`src/rtl/spi_rx_ft2_tx_pkg.sv`:
```
// Shared definitions for the SPI receive / FT2 write path.
// Holds the write-FSM state encoding, default timing constants and a
// constant-evaluable clog2 used to size counters and FIFO pointers.
package spi_rx_ft2_tx_pkg;

  typedef enum logic [2:0] {
    WS_IDLE    = 3'd0,
    WS_SETUP   = 3'd1,
    WS_STROBE  = 3'd2,
    WS_HOLD    = 3'd3,
    WS_RECOVER = 3'd4
  } wr_state_t;

  localparam int DEF_FIFO_DEPTH = 16;
  localparam int DEF_WR_SETUP   = 2;
  localparam int DEF_WR_PULSE   = 3;
  // Sized to cover the FT2232H txe_n update delay at 60 MHz.
  localparam int DEF_WR_RECOVER = 4;

  // Smallest r with 2**r >= value.
  function automatic int clog2(input int value);
    int r;
    r = 0;
    for (int i = 0; i < 31; i++) begin
      if ((1 << i) < value) r = i + 1;
    end
    return r;
  endfunction

endpackage

```
`src/rtl/spi_rx_ft2_tx_sync_fifo.sv`:
```
// sync_fifo: single-clock FIFO, generic width and power-of-two depth.
// Latency: a pushed word is visible on pop_dat/count the cycle after push.
// Backpressure: push while full is ignored; pop while empty is ignored.
// Ports: clk, rst (async, active-high); push/push_dat write side;
//        pop/pop_dat read side (pop_dat is the current head, show-ahead);
//        full, empty, count status.
module sync_fifo
  import spi_rx_ft2_tx_pkg::*;
#(
  parameter int WIDTH = 8,
  parameter int DEPTH = 16
) (
  input  logic                   clk,
  input  logic                   rst,
  input  logic                   push,
  input  logic [WIDTH-1:0]       push_dat,
  input  logic                   pop,
  output logic [WIDTH-1:0]       pop_dat,
  output logic                   full,
  output logic                   empty,
  output logic [clog2(DEPTH):0]  count
);

  localparam int AW = clog2(DEPTH);

  logic [WIDTH-1:0] mem [DEPTH];
  logic [AW-1:0]    wr_ptr;
  logic [AW-1:0]    rd_ptr;
  logic             do_push;
  logic             do_pop;

  assign full    = (count == (AW+1)'(DEPTH));
  assign empty   = (count == '0);
  assign do_push = push & ~full;
  assign do_pop  = pop & ~empty;
  assign pop_dat = mem[rd_ptr];

  // Storage carries no reset; only the pointers define validity.
  always_ff @(posedge clk) begin
    if (do_push) mem[wr_ptr] <= push_dat;
  end

  always_ff @(posedge clk or posedge rst) begin
    if (rst) begin
      wr_ptr <= '0;
      rd_ptr <= '0;
      count  <= '0;
    end else begin
      if (do_push) wr_ptr <= wr_ptr + 1'b1;
      if (do_pop)  rd_ptr <= rd_ptr + 1'b1;
      case ({do_push, do_pop})
        2'b10:   count <= count + 1'b1;
        2'b01:   count <= count - 1'b1;
        default: count <= count;
      endcase
    end
  end

endmodule

```
`src/rtl/spi_rx_ft2_tx.sv`:
```
// spi_rx_ft2_tx: passive mode-0 SPI byte receiver feeding FT245-style FT2 writes.
// Latency: sclk pin rise acts 3 clk later; byte counted 1 cycle after 8th edge;
//          one FT2 write per 1+WR_SETUP+WR_PULSE+1+WR_RECOVER cycles.
// Backpressure: writes wait for sync ft2_txe_n=0 and bus_gnt; full buffer drops bytes (overflow).
// Ports: clk, rst; en capture enable; spi_sclk/spi_sdo/spi_cs monitored bus;
//        ft2_txe_n, bus_gnt inputs; bus_req, ft2_wr_n, ft2_data_out, ft2_data_oe
//        FT2 side; fifo_count, overflow, frame_err status.
module spi_rx_ft2_tx
  import spi_rx_ft2_tx_pkg::*;
#(
  parameter int FIFO_DEPTH = DEF_FIFO_DEPTH,
  parameter int WR_SETUP   = DEF_WR_SETUP,
  parameter int WR_PULSE   = DEF_WR_PULSE,
  parameter int WR_RECOVER = DEF_WR_RECOVER
) (
  input  logic                        clk,
  input  logic                        rst,
  input  logic                        en,
  input  logic                        spi_sclk,
  input  logic                        spi_sdo,
  input  logic                        spi_cs,
  input  logic                        ft2_txe_n,
  input  logic                        bus_gnt,
  output logic                        bus_req,
  output logic                        ft2_wr_n,
  output logic [7:0]                  ft2_data_out,
  output logic                        ft2_data_oe,
  output logic [clog2(FIFO_DEPTH):0]  fifo_count,
  output logic                        overflow,
  output logic                        frame_err
);

  localparam int TW = 16;

  // ---------------- synchronizers ----------------
  logic sclk_s1, sclk_s2, sclk_s3;
  logic sdo_s1, sdo_s2;
  logic cs_s1, cs_s2;
  logic txe_s1, txe_s2;

  always_ff @(posedge clk or posedge rst) begin
    if (rst) begin
      sclk_s1 <= 1'b0;
      sclk_s2 <= 1'b0;
      sclk_s3 <= 1'b0;
      sdo_s1  <= 1'b0;
      sdo_s2  <= 1'b0;
      cs_s1   <= 1'b1;
      cs_s2   <= 1'b1;
      txe_s1  <= 1'b1;
      txe_s2  <= 1'b1;
    end else begin
      sclk_s1 <= spi_sclk;
      sclk_s2 <= sclk_s1;
      sclk_s3 <= sclk_s2;
      sdo_s1  <= spi_sdo;
      sdo_s2  <= sdo_s1;
      cs_s1   <= spi_cs;
      cs_s2   <= cs_s1;
      txe_s1  <= ft2_txe_n;
      txe_s2  <= txe_s1;
    end
  end

  // ---------------- byte assembly ----------------
  logic       sclk_rise;
  logic [6:0] shift_q;
  logic [2:0] bit_cnt;
  logic       byte_push;
  logic [7:0] byte_dat;
  logic       fifo_full;
  logic       fifo_empty;
  logic [7:0] fifo_dat;
  logic       fifo_pop;

  assign sclk_rise = sclk_s2 & ~sclk_s3;
  assign byte_push = en & ~cs_s2 & sclk_rise & (bit_cnt == 3'd7);
  assign byte_dat  = {shift_q, sdo_s2};

  // The counter only advances while cs is low, so the first cycle with cs
  // high and a non-zero count is exactly the cs rise that cut a byte short.
  always_ff @(posedge clk or posedge rst) begin
    if (rst) begin
      shift_q   <= '0;
      bit_cnt   <= '0;
      frame_err <= 1'b0;
      overflow  <= 1'b0;
    end else begin
      if (!en) begin
        bit_cnt <= '0;
      end else if (cs_s2) begin
        if (bit_cnt != 3'd0) frame_err <= 1'b1;
        bit_cnt <= '0;
      end else if (sclk_rise) begin
        shift_q <= byte_dat[6:0];
        bit_cnt <= bit_cnt + 3'd1;   // wraps to 0 on the 8th bit
      end
      if (byte_push && fifo_full) overflow <= 1'b1;
    end
  end

  sync_fifo #(
    .WIDTH (8),
    .DEPTH (FIFO_DEPTH)
  ) u_fifo (
    .clk      (clk),
    .rst      (rst),
    .push     (byte_push),
    .push_dat (byte_dat),
    .pop      (fifo_pop),
    .pop_dat  (fifo_dat),
    .full     (fifo_full),
    .empty    (fifo_empty),
    .count    (fifo_count)
  );

  always_ff @(posedge clk or posedge rst) begin
    if (rst) bus_req <= 1'b0;
    else     bus_req <= (fifo_count != '0);
  end

  // ---------------- FT2 write FSM ----------------
  wr_state_t       state, state_nxt;
  logic [TW-1:0]   tmr;
  logic [TW-1:0]   phase_len;
  logic            phase_done;
  logic            wr_go;

  assign wr_go = ~fifo_empty & ~txe_s2 & bus_gnt;

  always_comb begin
    phase_len = TW'(1);
    case (state)
      WS_SETUP:   phase_len = TW'(WR_SETUP);
      WS_STROBE:  phase_len = TW'(WR_PULSE);
      WS_RECOVER: phase_len = TW'(WR_RECOVER);
      default:    phase_len = TW'(1);
    endcase
  end

  assign phase_done = (tmr == phase_len - TW'(1));

  // State register, phase timer and output data latch.
  always_ff @(posedge clk or posedge rst) begin
    if (rst) begin
      state        <= WS_IDLE;
      tmr          <= '0;
      ft2_data_out <= 8'h00;
    end else begin
      state <= state_nxt;
      if (state_nxt != state || state == WS_IDLE) tmr <= '0;
      else                                        tmr <= tmr + TW'(1);
      if (state == WS_IDLE && wr_go) ft2_data_out <= fifo_dat;
    end
  end

  // Next state: once SETUP is entered the write runs to completion.
  always_comb begin
    state_nxt = state;
    case (state)
      WS_IDLE:    if (wr_go)      state_nxt = WS_SETUP;
      WS_SETUP:   if (phase_done) state_nxt = WS_STROBE;
      WS_STROBE:  if (phase_done) state_nxt = WS_HOLD;
      WS_HOLD:    if (phase_done) state_nxt = WS_RECOVER;
      WS_RECOVER: if (phase_done) state_nxt = WS_IDLE;
      default:                    state_nxt = WS_IDLE;
    endcase
  end

  // Outputs decode directly from state so reset forces them idle at once.
  always_comb begin
    ft2_wr_n    = 1'b1;
    ft2_data_oe = 1'b0;
    fifo_pop    = 1'b0;
    case (state)
      WS_IDLE:   fifo_pop = wr_go;
      WS_SETUP:  ft2_data_oe = 1'b1;
      WS_STROBE: begin
        ft2_wr_n    = 1'b0;
        ft2_data_oe = 1'b1;
      end
      WS_HOLD:   ft2_data_oe = 1'b1;
      default:   ;
    endcase
  end

endmodule
```
`config.mk`:
```
export PLATFORM = sky130hd
export DESIGN_NAME = spi_rx_ft2_tx
export DESIGN_NICKNAME = d
export VERILOG_FILES = /design/src/rtl/spi_rx_ft2_tx_pkg.sv /design/src/rtl/spi_rx_ft2_tx_sync_fifo.sv /design/src/rtl/spi_rx_ft2_tx.sv
export SDC_FILE = /design/constraint.sdc
export NUM_CORES = 1
export LEC_CHECK = 0
export CORE_ASPECT_RATIO = 0.5
export CORE_UTILIZATION = 42
export DETAILED_ROUTE_END_ITERATION = 10
export PLACE_DENSITY = 0.71
export SLEW_MARGIN = 10
export SYNTH_ARGS = -nofsm -noshare
export SYNTH_HDL_FRONTEND = slang
export SYNTH_SLANG_ARGS = --single-unit
```
`constraint.sdc`:
```
create_clock -name clk -period 3.3 [get_ports clk]
set_input_delay 0.66 -clock clk [delete_from_list [all_inputs] [get_ports clk]]
set_output_delay 0.66 -clock clk [all_outputs]
set_load 0.02 [all_outputs]
```
Word-level counts from Yosys, hierarchy flattened:

Memories as Yosys holds them, arrays and structs flattened. A register that Yosys moved wholly into a read port is not among the register bits.
Index checks and enable logic that the tools add are counted.

* word-level logic and storage cells: 79
* input port bits: 8
* register bits: 54
* memory bits (read-only): 0
* latch bits: 0
* memories kept: 1
* memory bits (writable): 128
* output and inout port bits: 18

* shift-type cells: 0
* bitwise logic cells: 13
* add/sub/neg operators: 7
* reductions and logical operators: 11
* muxes and demuxes: 17
* div/mod/pow operators: 0
* multipliers: 0
* equality and inequality tests: 11
* magnitude comparators: 0

Memory list
* u_fifo.mem: words 16, width 8, rd ports 1, clocked after memory_dff 1, write ports 1, line spi_rx_ft2_tx_sync_fifo.sv:26 `logic [WIDTH-1:0] mem [DEPTH];`

Operators with widths (count)
* 3-bit two-way mux: 8
* 16-bit by 1-bit adder with 16-bit output (second input constant): 1
* 16-bit == test: 1
* 16-bit two-way mux: 1
* 16-bit by 1-bit subtractor with 16-bit output (second input constant): 1
* 3-bit case mux with 5 select lines: 1
* 5-bit case mux with 2 select lines: 1
* 3-bit case mux with 3 select lines: 1
* 4-bit by 1-bit adder with 4-bit output (second input constant): 2
* 1-bit AND: 8
* 3-bit by 2-bit == test with 1-bit output (second input constant): 2
* 3-bit == test (second input constant): 2
* 3-bit AND reduction: 2
* 5-bit by 1-bit adder with 5-bit output (second input constant): 1
* 5-bit == test (second input constant): 1
* 5-bit logical NOT: 1
* 1-bit two-way mux: 5
* 1-bit NOT: 5
* 5-bit nonzero test: 1
* 5-bit by 1-bit subtractor with 5-bit output (second input constant): 1
* 3-bit by 1-bit adder with 3-bit output (second input constant): 1
* 3-bit by 1-bit == test with 1-bit output (second input constant): 1
* 3-bit logical NOT: 1
* 3-bit by 1-bit inequality test with 1-bit output (second input constant): 1
* other kinds (8): 9

Depth between registers and ports, before layout:

Gate-level depths: netlist (run 1).

* depth after elaboration: 9
* depth in mapped cells: 13
* depth with buffers taken out: 13

Modules after synthesis:

Synthesis (run 1) repeated with hierarchy kept, for this count alone.

* cells, all modules: 517
* area, all modules: 7995.2 um^2

By module, submodules not included
* sync_fifo: area each 5789.3 um^2, instances 1, cells an instance 333, seq. area each 4169.0 um^2
* spi_rx_ft2_tx: area each 2205.9 um^2, instances 1, cells an instance 184, seq. area each 1231.2 um^2

Worst setup path after synthesis (run 1):

OpenSTA, ideal clock, no wires.

* path type: input port to flip-flop
* start: input port bus_gnt
* end: register u_fifo.count[4]
* cell stages on the path: 11
* buffers on the path: 1
* data required time: 3168 ps
* data arrival time: 3186 ps
* path slack: -19 ps
* setup time: 132 ps
* cell sequence: or4b_4 -> a211oi_4 -> clkbuf_8 -> ha_1 -> inv_1 -> fa_1 -> nor2b_1 -> o21ai_0 -> nand3_1 -> or3b_2 -> xnor2_1

* longest elaborated chain between the ends: 5
* elaborated cells on any way between the ends: 7
* classes of those cells: eq/ne (2); mux (2); bitwise (2); reduce/logical (1)

RTL lines
* start: declaration: line spi_rx_ft2_tx.sv:23 `input logic bus_gnt,`
* 1-bit AND *: line spi_rx_ft2_tx.sv:129 `assign wr_go = ~fifo_empty & ~txe_s2 & bus_gnt;`
* 1-bit two-way mux *: line spi_rx_ft2_tx.sv:175 `case (state)`
* 1-bit AND *: line spi_rx_ft2_tx_sync_fifo.sv:35 `assign do_pop = pop & ~empty;`
* via u_fifo.do_pop: line spi_rx_ft2_tx_sync_fifo.sv:30 `logic do_pop;`
* 2-bit by 1-bit == test with 1-bit output or 2-bit == test (tied branches): line spi_rx_ft2_tx_sync_fifo.sv:51 `case ({do_push, do_pop})`
* 5-bit case mux with 2 select lines or 2-bit nonzero test (tied branches)
* end signal: assignment: line spi_rx_ft2_tx_sync_fifo.sv:52 `2'b10: count <= count + 1'b1;`
* end signal: assignment: line spi_rx_ft2_tx_sync_fifo.sv:53 `2'b01: count <= count - 1'b1;`
* end signal: assignment: line spi_rx_ft2_tx_sync_fifo.sv:54 `default: count <= count;`
* end: declaration: line spi_rx_ft2_tx_sync_fifo.sv:21 `output logic [clog2(DEPTH):0] count`

The timed path passes the listed nets; every way through them passes the cells marked *.
A chain may end at the register's enable or synchronous reset.

Final worst setup path (run 1):

* start: register state[1]
* end: register u_fifo.count[4]

* longest elaborated chain between the ends: 5
* elaborated cells on any way between the ends: 7
* classes of those cells: eq/ne (2); mux (2); bitwise (1); reduce/logical (2)

RTL lines
* start: declaration: line spi_rx_ft2_tx.sv:123 `wr_state_t state, state_nxt;`
* start signal: assignment: line spi_rx_ft2_tx.sv:150 `state <= state_nxt;`
* 3-bit logical NOT *: line spi_rx_ft2_tx.sv:175
* 1-bit two-way mux *: line spi_rx_ft2_tx.sv:175
* 1-bit AND *: line spi_rx_ft2_tx_sync_fifo.sv:35
* 2-bit by 1-bit == test with 1-bit output or 2-bit == test (tied branches): line spi_rx_ft2_tx_sync_fifo.sv:51
* 5-bit case mux with 2 select lines or 2-bit nonzero test (tied branches)

Every way passes the cells marked *; elsewhere a longest branch is shown, timed or not.

==> results.py, run 1 <==
metrics = {
    "placed_design": {
        "dp.cells": 748,
        "gp_congestion": 0.731,
        "dp_hpwl_microns": 9290,
        "place.port_buffers": 25,
        "post-place-ws_ns": -0.341,
    },
    "logic_synthesis": {
        "synthArstFlopShare": 0.326,
        "synth_common_cells": "128 x edfxtp_1, 58 x dfrtp_1, 27 x nor2_1, 26 x mux4_1, 17 x inv_1",
        "synth_top_area_cell": "edfxtp_1",
        "synth_area_leaders": "edfxtp_1 49%, dfrtp_1 18%, mux4_1 8.6%, mux2_2 2.3%, ha_1 2.1%",
        "syn_inst": 462,
        "seq_area_frac_synth": 0.682,
        "ys_ff_latch": 190,
        "synth_nets": 484,
        "avgSynthCellArea_sq_um": 17.1,
        "synth.distinct_cells": 56,
        "syn_area_sq_mm": 0.00792,
        "synth_most_common_cell": "edfxtp_1",
        "synth_warnings": 0,
        "synth_edf_count": 128,
        "yosysTopAreaCellShare": 0.485,
        "synth_ff_type": "edfxtp_1",
    },
    "cts": {
        "cts_tree": "built",
        "clk_pin_slew_ns": 0.07,
        "clockBufferDepth": 2,
        "root_buffer": "clkbuf_16",
        "clock_latency_ns": 0.43,
        "numCtsBuffers": 17,
        "h-tree-depth": 4,
        "numClockSinks": 190,
        "postCtsSetupBuffers": 0,
    },
    "floorplanning": {
        "coreArea_sq_mm": 0.0184,
        "core.rowCount": 35,
        "fp.dieW_microns": 196,
        "die_area_sq_mm": 0.0194,
        "die_h_microns": 99.1,
        "start_util": 0.430,
        "ios": 26,
    },
    "route": {
        "drt-wirelength-per-cell_microns": 19.2,
        "routed_wl_microns": 15000,
        "antenna_left": 0,
        "drtPass1Iterations": 5,
        "drc": 0,
        "viasPerCell": 5.25,
        "drt_iter0_markers": 373,
        "vias": 4098,
    },
    "critical_path": {
        "crit_chain": "or4b_4 -> a211oi_4 -> ha_2 -> inv_1 -> fa_2 -> nor2b_1 -> o21ai_1 -> nand3_1 -> or3b_2 -> xnor2_1",
        "worstPathMaxFanout": 7,
        "worst_path_largest_cell_delay_ns": 0.59,
        "critical_path_required_ns": 3.61,
        "cp_slowest_cell": "or4b_4",
        "endpoint_kind": "flop",
        "startpoint_type": "flop",
        "path_class": "reg -> reg",
        "worst_ep_arrival_time_ns": 3.29,
    },
    "timing": {
        "rsz0062_at_grt": "no",
        "setup_viol": 0,
        "slew_viol_final": 0,
        "fin_ws_ns": 0.318,
        "hold_viol": 0,
        "slew_headroom": 0.433,
        "period_minus_slack_ns": 2.98,
        "whs_ns": 0.357,
        "max_freq_mhz": 335,
        "finalClockSkew_ns": 0.0131,
        "worstMarginPinSlew_ns": 0.850,
        "period_share": 0.904,
        "final.setup.tns_ns": 0,
    },
    "finish": {
        "nNetsFinal": 530,
        "final_layout_size_suffix_gt1_frac": 0.198,
        "seq_area_sq_mm": 0.00540,
        "multi_input_area_sq_mm": 0.00229,
        "layout-area-overhead-vs-synth_pct": 15.2,
        "fillers": 1488,
        "diodes": 0,
        "fin_cells": 780,
    },
    "global_routing": {
        "first_global_vias": 4215,
        "grt_usage": 0.167,
        "grt.overflow.total": 0,
        "grt_pass1_wl_microns": 23800,
        "grt_max_degree": 63,
        "antenna_found_initial": 0,
    },
    "hold_path": {
        "min_path_type": "reg -> reg",
    },
    "pwr": {
        "peakVddDrop_mv": 0.412,
        "finalPower_uw": 6960,
        "power_frac_clock": 0.296,
        "leakagePower_uw": 0.00333,
        "pwr-share-comb": 0.251,
        "swShare": 0.312,
        "internal_power_uw": 4790,
        "power_frac_seq": 0.453,
        "p_switching_uw": 2170,
        "p_per_area_mw_per_mm2": 762,
    },
    "outcome": {
        "status": "completed",
    },
    "job": {
        "maxCapViolCount": 0,
    },
}
==> repair_timing <==
| action | 4_1_cts | 5_1_grt |
|---|---|---|
| hold buffers | 0 | 0 |
| endpoints found under the setup margin | 0 | 1 |
| gates resized for setup | 0 | 4 |
==> kinds of logic (layout without fill, tap and decap cells) <==
kind of cell,Yosys count,count (layout),share of synthesized area
adders and majority gates,14,14,0.0231
and+or+nand+nor,96,96,0.0679
xor gates and xnor gates,28,28,0.0319
buffers and inverters,40,99,0.0303
DFF,190,190,0.682
AOI/OAI and AO/OA,44,44,0.0365
muxes,50,50,0.129
==> placed cells by master (no fill, tap or decap), types with 3 or more instances in the layout <==
master / count
nand2_1: 12
a21oi_1: 11
clkinv_8: 3
inv_8: 5
ha_1: 12
edfxtp_1: 128
nor4_1: 7
xor2_1: 14
o21ai_0: 6
nand3_1: 7
dfrtp_1: 57
clkdlybuf4s50_1: 24
clkbuf_16: 17
mux4_1: 26
buf_4: 23
and4_1: 4
mux4_2: 6
dfstp_2: 4
and2_1: 9
o22ai_1: 16
inv_1: 16
xnor2_1: 13
nor2_1: 27
and3_1: 4
nand2b_1: 4
nand4_1: 6
mux2_2: 16
==> critical path: cells and delay by family (launching register included) <==
family,cells,cell delay [ns]
buffers and inverters,1,0.08
and+or+nand+nor,4,1.25
xor gates and xnor gates,1,0.13
AOI/OAI and AO/OA,2,0.36
DFF,1,0.46
adders and majority gates,2,0.59
==> flip-flops by register name, summed over array words and instances, names as in the netlist, 3 cells and up <==
name           flops
u_fifo.count       5
u_fifo.rd_ptr      4
u_fifo.wr_ptr      4
state              3
tmr               16
u_fifo.mem       128
ft2_data_out       8
bit_cnt            3
shift_q            7
==> final cells by class <==
cell class | count | share of cell area
Tap cell | 259 | 0.0355
Timing Repair Buffer | 49 | 0.0488
Inverter | 18 | 0.00740
Sequential cell | 190 | 0.592
Clock buffer | 18 | 0.0470
Clock inverter | 14 | 0.0191
Multi-Input combinational cell | 232 | 0.250
==> worst paths after layout <==
| kind | cells past startpoint | slack [ns] | to | start |
|---|---|---|---|---|
| setup reg to reg | 10 | 0.32 | u_fifo.count[4] | state[1] |
| min in group asynchronous | 3 | 0.77 | ft2_data_out[7] | rst |
| setup / recovery | 10 | 0.32 | u_fifo.count[4] | state[1] |
| hold / removal | 0 | 0.36 | txe_s2 | txe_s1 |
| max in group asynchronous | 3 | 1.94 | frame_err | rst |
| hold reg to reg | 0 | 0.36 | txe_s2 | txe_s1 |
==> layer usage <==
| layer | share of wire | global-route usage | up-vias |
|---|---|---|---|
| met1 | 0.47 | 0.236 | 2093 |
| met3 | 0.057 | 0.0424 | 14 |
| met5 | 0 | 0 | - |
| met4 | 0.0098 | 0.0427 | 0 |
| li1 | - | - | 1870 |
| met2 | 0.47 | 0.260 | 121 |
==> power by group through the flow <==
stage	Combinational [uW]	Clock, uW	Sequential [uW]
floorplan	1280	0	3110
global placement	1730	0	3190
detailed placement	1750	0	3210
CTS	1760	2100	3160
global route	1900	2190	3190
finish	1750	2060	3150
==> stage by stage <==
| stage | cell area [sq um] | util |
|---|---|---|
| detailed placement | 8520 | 0.462 |
| CTS | 9120 | 0.495 |
| floorplan | 7920 | - |
| global route | 9130 | 0.495 |
| finish | 9130 | 0.495 |
| global placement | 8520 | 0.462 |
No activity file was read; power rests on OpenSTA's default activity.
==> inputs of run 2 (changes only) <==
--- a/config.mk
+++ b/config.mk
@@ -5,11 +5,11 @@
 export SDC_FILE = /design/constraint.sdc
 export NUM_CORES = 1
 export LEC_CHECK = 0
-export CORE_ASPECT_RATIO = 0.5
+export CORE_ASPECT_RATIO = 0.75
 export CORE_UTILIZATION = 42
 export DETAILED_ROUTE_END_ITERATION = 10
 export PLACE_DENSITY = 0.71
-export SLEW_MARGIN = 10
+export SLEW_MARGIN = 20
 export SYNTH_ARGS = -nofsm -noshare
 export SYNTH_HDL_FRONTEND = slang
 export SYNTH_SLANG_ARGS = --single-unit
==> constraint.sdc (replaced) <==
create_clock -name clk -period 3.3 [get_ports clk]
set_input_delay 0.66 -clock clk [delete_from_list [all_inputs] [get_ports clk]]
set_output_delay 0.66 -clock clk [all_outputs]
set_load 0.01 [all_outputs]
==> run 2 against run 1 <==
Net effect:
- sequential cell count stayed put
- combinational power barely moved
- count of clock-buffer cells in the layout is the same
- clock power decreased by 11%
- non-clock buffer count is 2 higher
- global-route usage is 0.21 points higher
- cell count shrank 1.3%
- clock skew down 0.00066 ns
- sequential share of layout area is 0.57 points higher
- hold slack got worse by 0.0057 ns
- register-to-register slack got worse by 0.06 ns
- die area decreased by 0.14%
- critical path type is now in -> reg
- largest cell class unchanged
- highest routed layer unchanged
==> results.py, run 2 (synthesis results as in run 1) <==
metrics = {
    "outcome": {
        "status": "completed",
    },
    "cts": {
        "hold_buffers": 0,
        "clk_pin_slew_ns": 0.07,
        "h-tree-depth": 4,
        "cts_tree": "built",
        "clockBufferDepth": 2,
        "postCtsSetupBuffers": 0,
        "numCtsBuffers": 17,
        "clock_latency_ns": 0.43,
        "numClockSinks": 190,
        "post_cts_resized": 0,
        "root_buffer": "clkbuf_16",
    },
    "global_routing": {
        "grt.overflow.total": 0,
        "grt_max_degree": 42,
        "antenna_found_initial": 0,
        "grt_pass1_wl_microns": 23600,
        "first_global_vias": 4158,
        "grt_usage": 0.169,
    },
    "floorplanning": {
        "coreArea_sq_mm": 0.0185,
        "die_area_sq_mm": 0.0194,
        "die_h_microns": 121,
        "fp.dieW_microns": 161,
        "start_util": 0.429,
        "ios": 26,
        "core.rowCount": 43,
    },
    "critical_path": {
        "crit_chain": "clkdlybuf4s50_1 -> or4b_4 -> a211oi_4 -> ha_1 -> inv_1 -> fa_1 -> nor2b_1 -> o21ai_0 -> nand3_1 -> or3b_2 -> xnor2_1",
        "path_class": "in -> reg",
        "startpoint_type": "input port",
        "worst_path_largest_cell_delay_ns": 0.48,
        "cp_slowest_cell": "or4b_4",
        "endpoint_kind": "flop",
        "critical_path_required_ns": 3.62,
        "worst_ep_arrival_time_ns": 3.44,
        "worstPathMaxFanout": 2,
    },
    "placed_design": {
        "dp_hpwl_microns": 10100,
        "place.port_buffers": 25,
        "gp_congestion": 0.759,
        "place_area_sq_mm": 0.00852,
    },
    "timing": {
        "slew_viol_final": 0,
        "period_share": 0.947,
        "period_minus_slack_ns": 3.12,
        "finalClockSkew_ns": 0.0125,
        "max_freq_mhz": 320,
        "rsz0062_at_grt": "no",
        "final.setup.tns_ns": 0,
        "setup_viol": 0,
        "hold_viol": 0,
        "slew_headroom": 0.404,
        "worstMarginPinSlew_ns": 0.893,
    },
    "route": {
        "routed_wl_microns": 15300,
        "antenna_left": 0,
        "drc": 0,
        "drt-wirelength-per-cell_microns": 19.9,
        "drt_iter0_markers": 327,
        "viasPerCell": 5.39,
        "vias": 4149,
        "drtPass1Iterations": 5,
    },
    "finish": {
        "diodes": 0,
        "multi_input_area_sq_mm": 0.00228,
        "post-route-util": 0.490,
        "largest_reg_flops": 128,
        "final_common_cell": "edfxtp_1",
        "layout-area-overhead-vs-synth_pct": 14.1,
        "reg_top3": "u_fifo.mem: 128 flops, tmr: 16 flops, ft2_data_out: 8 flops",
        "fillers": 1480,
        "stdcell_area_sq_mm": 0.00904,
        "nNetsFinal": 532,
        "final_layout_size_suffix_gt1_frac": 0.187,
        "seq_area_sq_mm": 0.00540,
        "top_register": "u_fifo.mem",
        "layout_common_cells": "128 x edfxtp_1, 58 x dfrtp_1, 27 x nor2_1",
    },
    "pwr": {
        "leakagePower_uw": 0.00330,
        "peakVddDrop_mv": 0.372,
        "p_per_area_mw_per_mm2": 744,
    },
    "job": {
        "maxCapViolCount": 0,
    },
    "hold_path": {
        "min_path_type": "reg -> reg",
    },
}
run 2: cell types whose count changed in the layout (fill, tap and decap cells not counted), moves of 2 or more:
cell / change
clkinv_8: -3
clkinv_2: +2
inv_8: -4
buf_4: +2
clkinv_1: +4
clkinv_4: +2
run 2: metrics by stage:
stage	setup slack (ns)	power, uW	std cells	hold slack, ns
2_1_floorplan	0.0387	4320	462	0.331
3_3_place_gp	-0.180	4850	738	0.332
3_5_place_dp	-0.276	4940	738	0.339
4_1_cts	0.180	6760	770	0.353
5_1_grt	0.0467	7010	770	0.357
6_report	0.176	6720	770	0.351
run 2: area by class of cell:
cell class	instances	share of cell area
multi-input cells	232	0.252
well taps	247	0.0342
clock buffers	18	0.0475
clock inverters	14	0.0104
inverters	18	0.00748
repair buffers	51	0.0507
flip-flops and latches	190	0.597
run 2: critical path, delay by kind of cell:
family,cells,cell delay [ns]
XOR/XNOR,1,0.13
AO/OA/AOI/OAI,2,0.34
AND/OR/NAND/NOR,4,1.19
buffers and inverters,2,0.51
adder cells (fa/ha/maj),2,0.60
run 2: layer usage:
metal,vias up,routed length (microns),track usage
met3,25,740,0.0369
met2,132,7120,0.254
met1,2118,7190,0.241
li1,1874,-,-
met5,-,0,0
met4,0,257,0.0637
run 2: final timing paths:
check | startpoint | to | slack [ns] | cells after the start
worst min-delay path | sdo_s1 | sdo_s2 | 0.35 | 0
min in group asynchronous | rst | tmr[2] | 0.75 | 2
max in group asynchronous | rst | ft2_data_out[4] | 1.82 | 3
worst max register to register | state[1] | u_fifo.count[4] | 0.26 | 10
worst min register to register | sdo_s1 | sdo_s2 | 0.35 | 0
worst max-delay path | bus_gnt | u_fifo.count[4] | 0.18 | 11
run 2: power breakdown:
group | total [uW] | internal, uW | switching (uW)
clock network | 1840 | 963 | 875
logic | 1720 | 905 | 816
registers | 3170 | 2800 | 362
total | 6720 | 4670 | 2050
==> inputs of run 3 (changes only) <==
--- a/config.mk
+++ b/config.mk
@@ -5,9 +5,11 @@
 export SDC_FILE = /design/constraint.sdc
 export NUM_CORES = 1
 export LEC_CHECK = 0
+export CAP_MARGIN = 10
 export CORE_ASPECT_RATIO = 0.75
 export CORE_UTILIZATION = 42
 export DETAILED_ROUTE_END_ITERATION = 10
+export GPL_TIMING_DRIVEN = 0
 export PLACE_DENSITY = 0.71
 export SLEW_MARGIN = 20
 export SYNTH_ARGS = -nofsm -noshare
==> run 3 against run 2 <==
Net effect:
- global-route usage shrank 0.70 points
- highest routed layer unchanged
- core utilization grew 0.99 points
- sequential cell count unchanged
- first-iteration DRC count up 8.6%
- hold slack got worse by 0.00055 ns
==> results.py, run 3 (synthesis results as in run 1) <==
metrics = {
    "pwr": {
        "leakagePower_uw": 0.00336,
        "finalPower_uw": 6910,
        "peakVddDrop_mv": 0.431,
        "p_per_area_mw_per_mm2": 749,
    },
    "floorplanning": {
        "die_area_sq_mm": 0.0194,
        "start_util": 0.429,
        "ios": 26,
        "core.rowCount": 43,
        "fp.dieW_microns": 161,
        "coreArea_sq_mm": 0.0185,
        "die_h_microns": 121,
    },
    "cts": {
        "cts_tree": "built",
        "hold_buffers": 0,
        "clockBufferDepth": 2,
        "clock_latency_ns": 0.42,
        "clk_pin_slew_ns": 0.06,
        "h-tree-depth": 4,
        "root_buffer": "clkbuf_16",
        "numClockSinks": 190,
        "numCtsBuffers": 17,
    },
    "finish": {
        "nNetsFinal": 536,
        "fillers": 1473,
        "seq_area_sq_mm": 0.00540,
        "multi_input_area_sq_mm": 0.00234,
        "post-route-util": 0.500,
        "top_register": "u_fifo.mem",
        "final_common_cell": "edfxtp_1",
        "diodes": 0,
        "largest_reg_flops": 128,
        "layout_common_cells": "128 x edfxtp_1, 58 x dfrtp_1, 27 x nor2_1",
        "fin_cells": 774,
        "reg_top3": "u_fifo.mem: 128 flops, tmr: 16 flops, ft2_data_out: 8 flops",
        "layout-area-overhead-vs-synth_pct": 16.4,
        "final_layout_size_suffix_gt1_frac": 0.195,
    },
    "route": {
        "vias": 4112,
        "antenna_left": 0,
        "drt_iter0_markers": 355,
        "drt-wirelength-per-cell_microns": 18.6,
        "viasPerCell": 5.31,
        "drc": 0,
        "drtPass1Iterations": 6,
        "routed_wl_microns": 14400,
    },
    "job": {
        "maxCapViolCount": 0,
    },
    "critical_path": {
        "path_class": "in -> reg",
        "critical_path_required_ns": 3.60,
        "worst_ep_arrival_time_ns": 3.44,
        "endpoint_kind": "flop",
        "startpoint_type": "input port",
        "worstPathMaxFanout": 4,
    },
    "timing": {
        "period_minus_slack_ns": 3.14,
        "setup_viol": 0,
        "final.setup.tns_ns": 0,
        "hold_viol": 0,
        "max_freq_mhz": 318,
        "slew_viol_final": 0,
        "slew_headroom": 0.378,
        "period_share": 0.952,
        "rsz0062_at_grt": "no",
        "worstMarginPinSlew_ns": 0.929,
        "finalClockSkew_ns": 0.00717,
    },
    "global_routing": {
        "antenna_found_initial": 0,
        "first_global_vias": 4214,
        "grt_max_degree": 52,
        "grt.overflow.total": 0,
        "grt_pass1_wl_microns": 23200,
        "grt_usage": 0.162,
    },
    "placed_design": {
        "dp.cells": 739,
        "dp_hpwl_microns": 9690,
        "gp_congestion": 0.791,
        "place.port_buffers": 25,
    },
    "outcome": {
        "status": "completed",
    },
    "hold_path": {
        "min_path_type": "reg -> reg",
    },
}
run 3: changes by cell type in the layout (fill, tap and decap cells not counted), moves of 3 or more:
| cell | previous run | this run |
|---|---|---|
| buf_4 | 25 | 9 |
| clkbuf_1 | 1 | 11 |
| clkbuf_8 | 0 | 7 |
| buf_2 | 0 | 4 |
| clkinv_1 | 4 | 0 |
| nor4_1 | 7 | 3 |
| clkbuf_16 | 17 | 20 |
| clkinv_4 | 3 | 0 |
| inv_6 | 3 | 0 |
| nor4_2 | 1 | 4 |
run 3: layout make-up:
| type | count | area share |
|---|---|---|
| Clock buffer | 28 | 0.0623 |
| Tap cell | 247 | 0.0335 |
| Sequential cell | 190 | 0.586 |
| Inverter | 18 | 0.00760 |
| Buffer | 22 | 0.0190 |
| Timing Repair Buffer | 33 | 0.0358 |
| Clock inverter | 4 | 0.00217 |
| Multi-Input combinational cell | 232 | 0.254 |
run 3: timing repair:
action                                  in CTS  in global routing
endpoints found under the setup margin       1                  1
cloned                                       0                  0
hold endpoints to repair                     0                  0
resized for setup                            4                  6
pin swaps                                    1                  1
setup buffers                                3                  0
run 3: path summary, 6_finish.rpt:
check                           cells past startpoint  slack (ns)     start               to
worst max-delay path                               12        0.16   bus_gnt  u_fifo.count[4]
worst min-delay path                                0        0.35   sclk_s1          sclk_s2
worst max register to register                     11        0.29  state[1]  u_fifo.count[4]
worst min register to register                      0        0.35   sclk_s1          sclk_s2
max in group asynchronous                           3        2.24       rst            cs_s2
min in group asynchronous                           2        0.50       rst           tmr[7]
run 3: stage by stage:
step / setup WS, ns / cell area (sq um) / hold WS [ns]
2_1_floorplan: 0.0387 / 7920 / 0.331
3_3_place_gp: -0.860 / 8480 / 0.331
3_5_place_dp: -0.803 / 8570 / 0.341
4_1_cts: 0.0120 / 9200 / 0.356
5_1_grt: 0.0334 / 9220 / 0.359
6_report: 0.157 / 9220 / 0.351
run 3: worst max-delay path: stages:
cell	delay, ns
clkdlybuf4s50_1	0.46
or4b_4	0.47
a211oi_4	0.20
clkbuf_8	0.19
ha_4	0.15
inv_1	0.07
fa_2	0.36
nor2b_2	0.11
o21ai_1	0.08
nand3_1	0.09
or3b_2	0.46
xnor2_1	0.13
run 3: layer usage:
| layer | track usage | up-vias | wire length [microns] |
|---|---|---|---|
| met5 | 0 | - | 0 |
| li1 | - | 1883 | - |
| met3 | 0.0390 | 10 | 589 |
| met4 | 0.0506 | 0 | 130 |
| met2 | 0.252 | 85 | 6890 |
| met1 | 0.225 | 2134 | 6780 |
run 3: power by group:
| group | switching [uW] | internal [uW] | total, uW |
|---|---|---|---|
| Clock | 800 | 1190 | 1990 |
| Sequential | 258 | 2810 | 3060 |
| Combinational | 878 | 982 | 1860 |
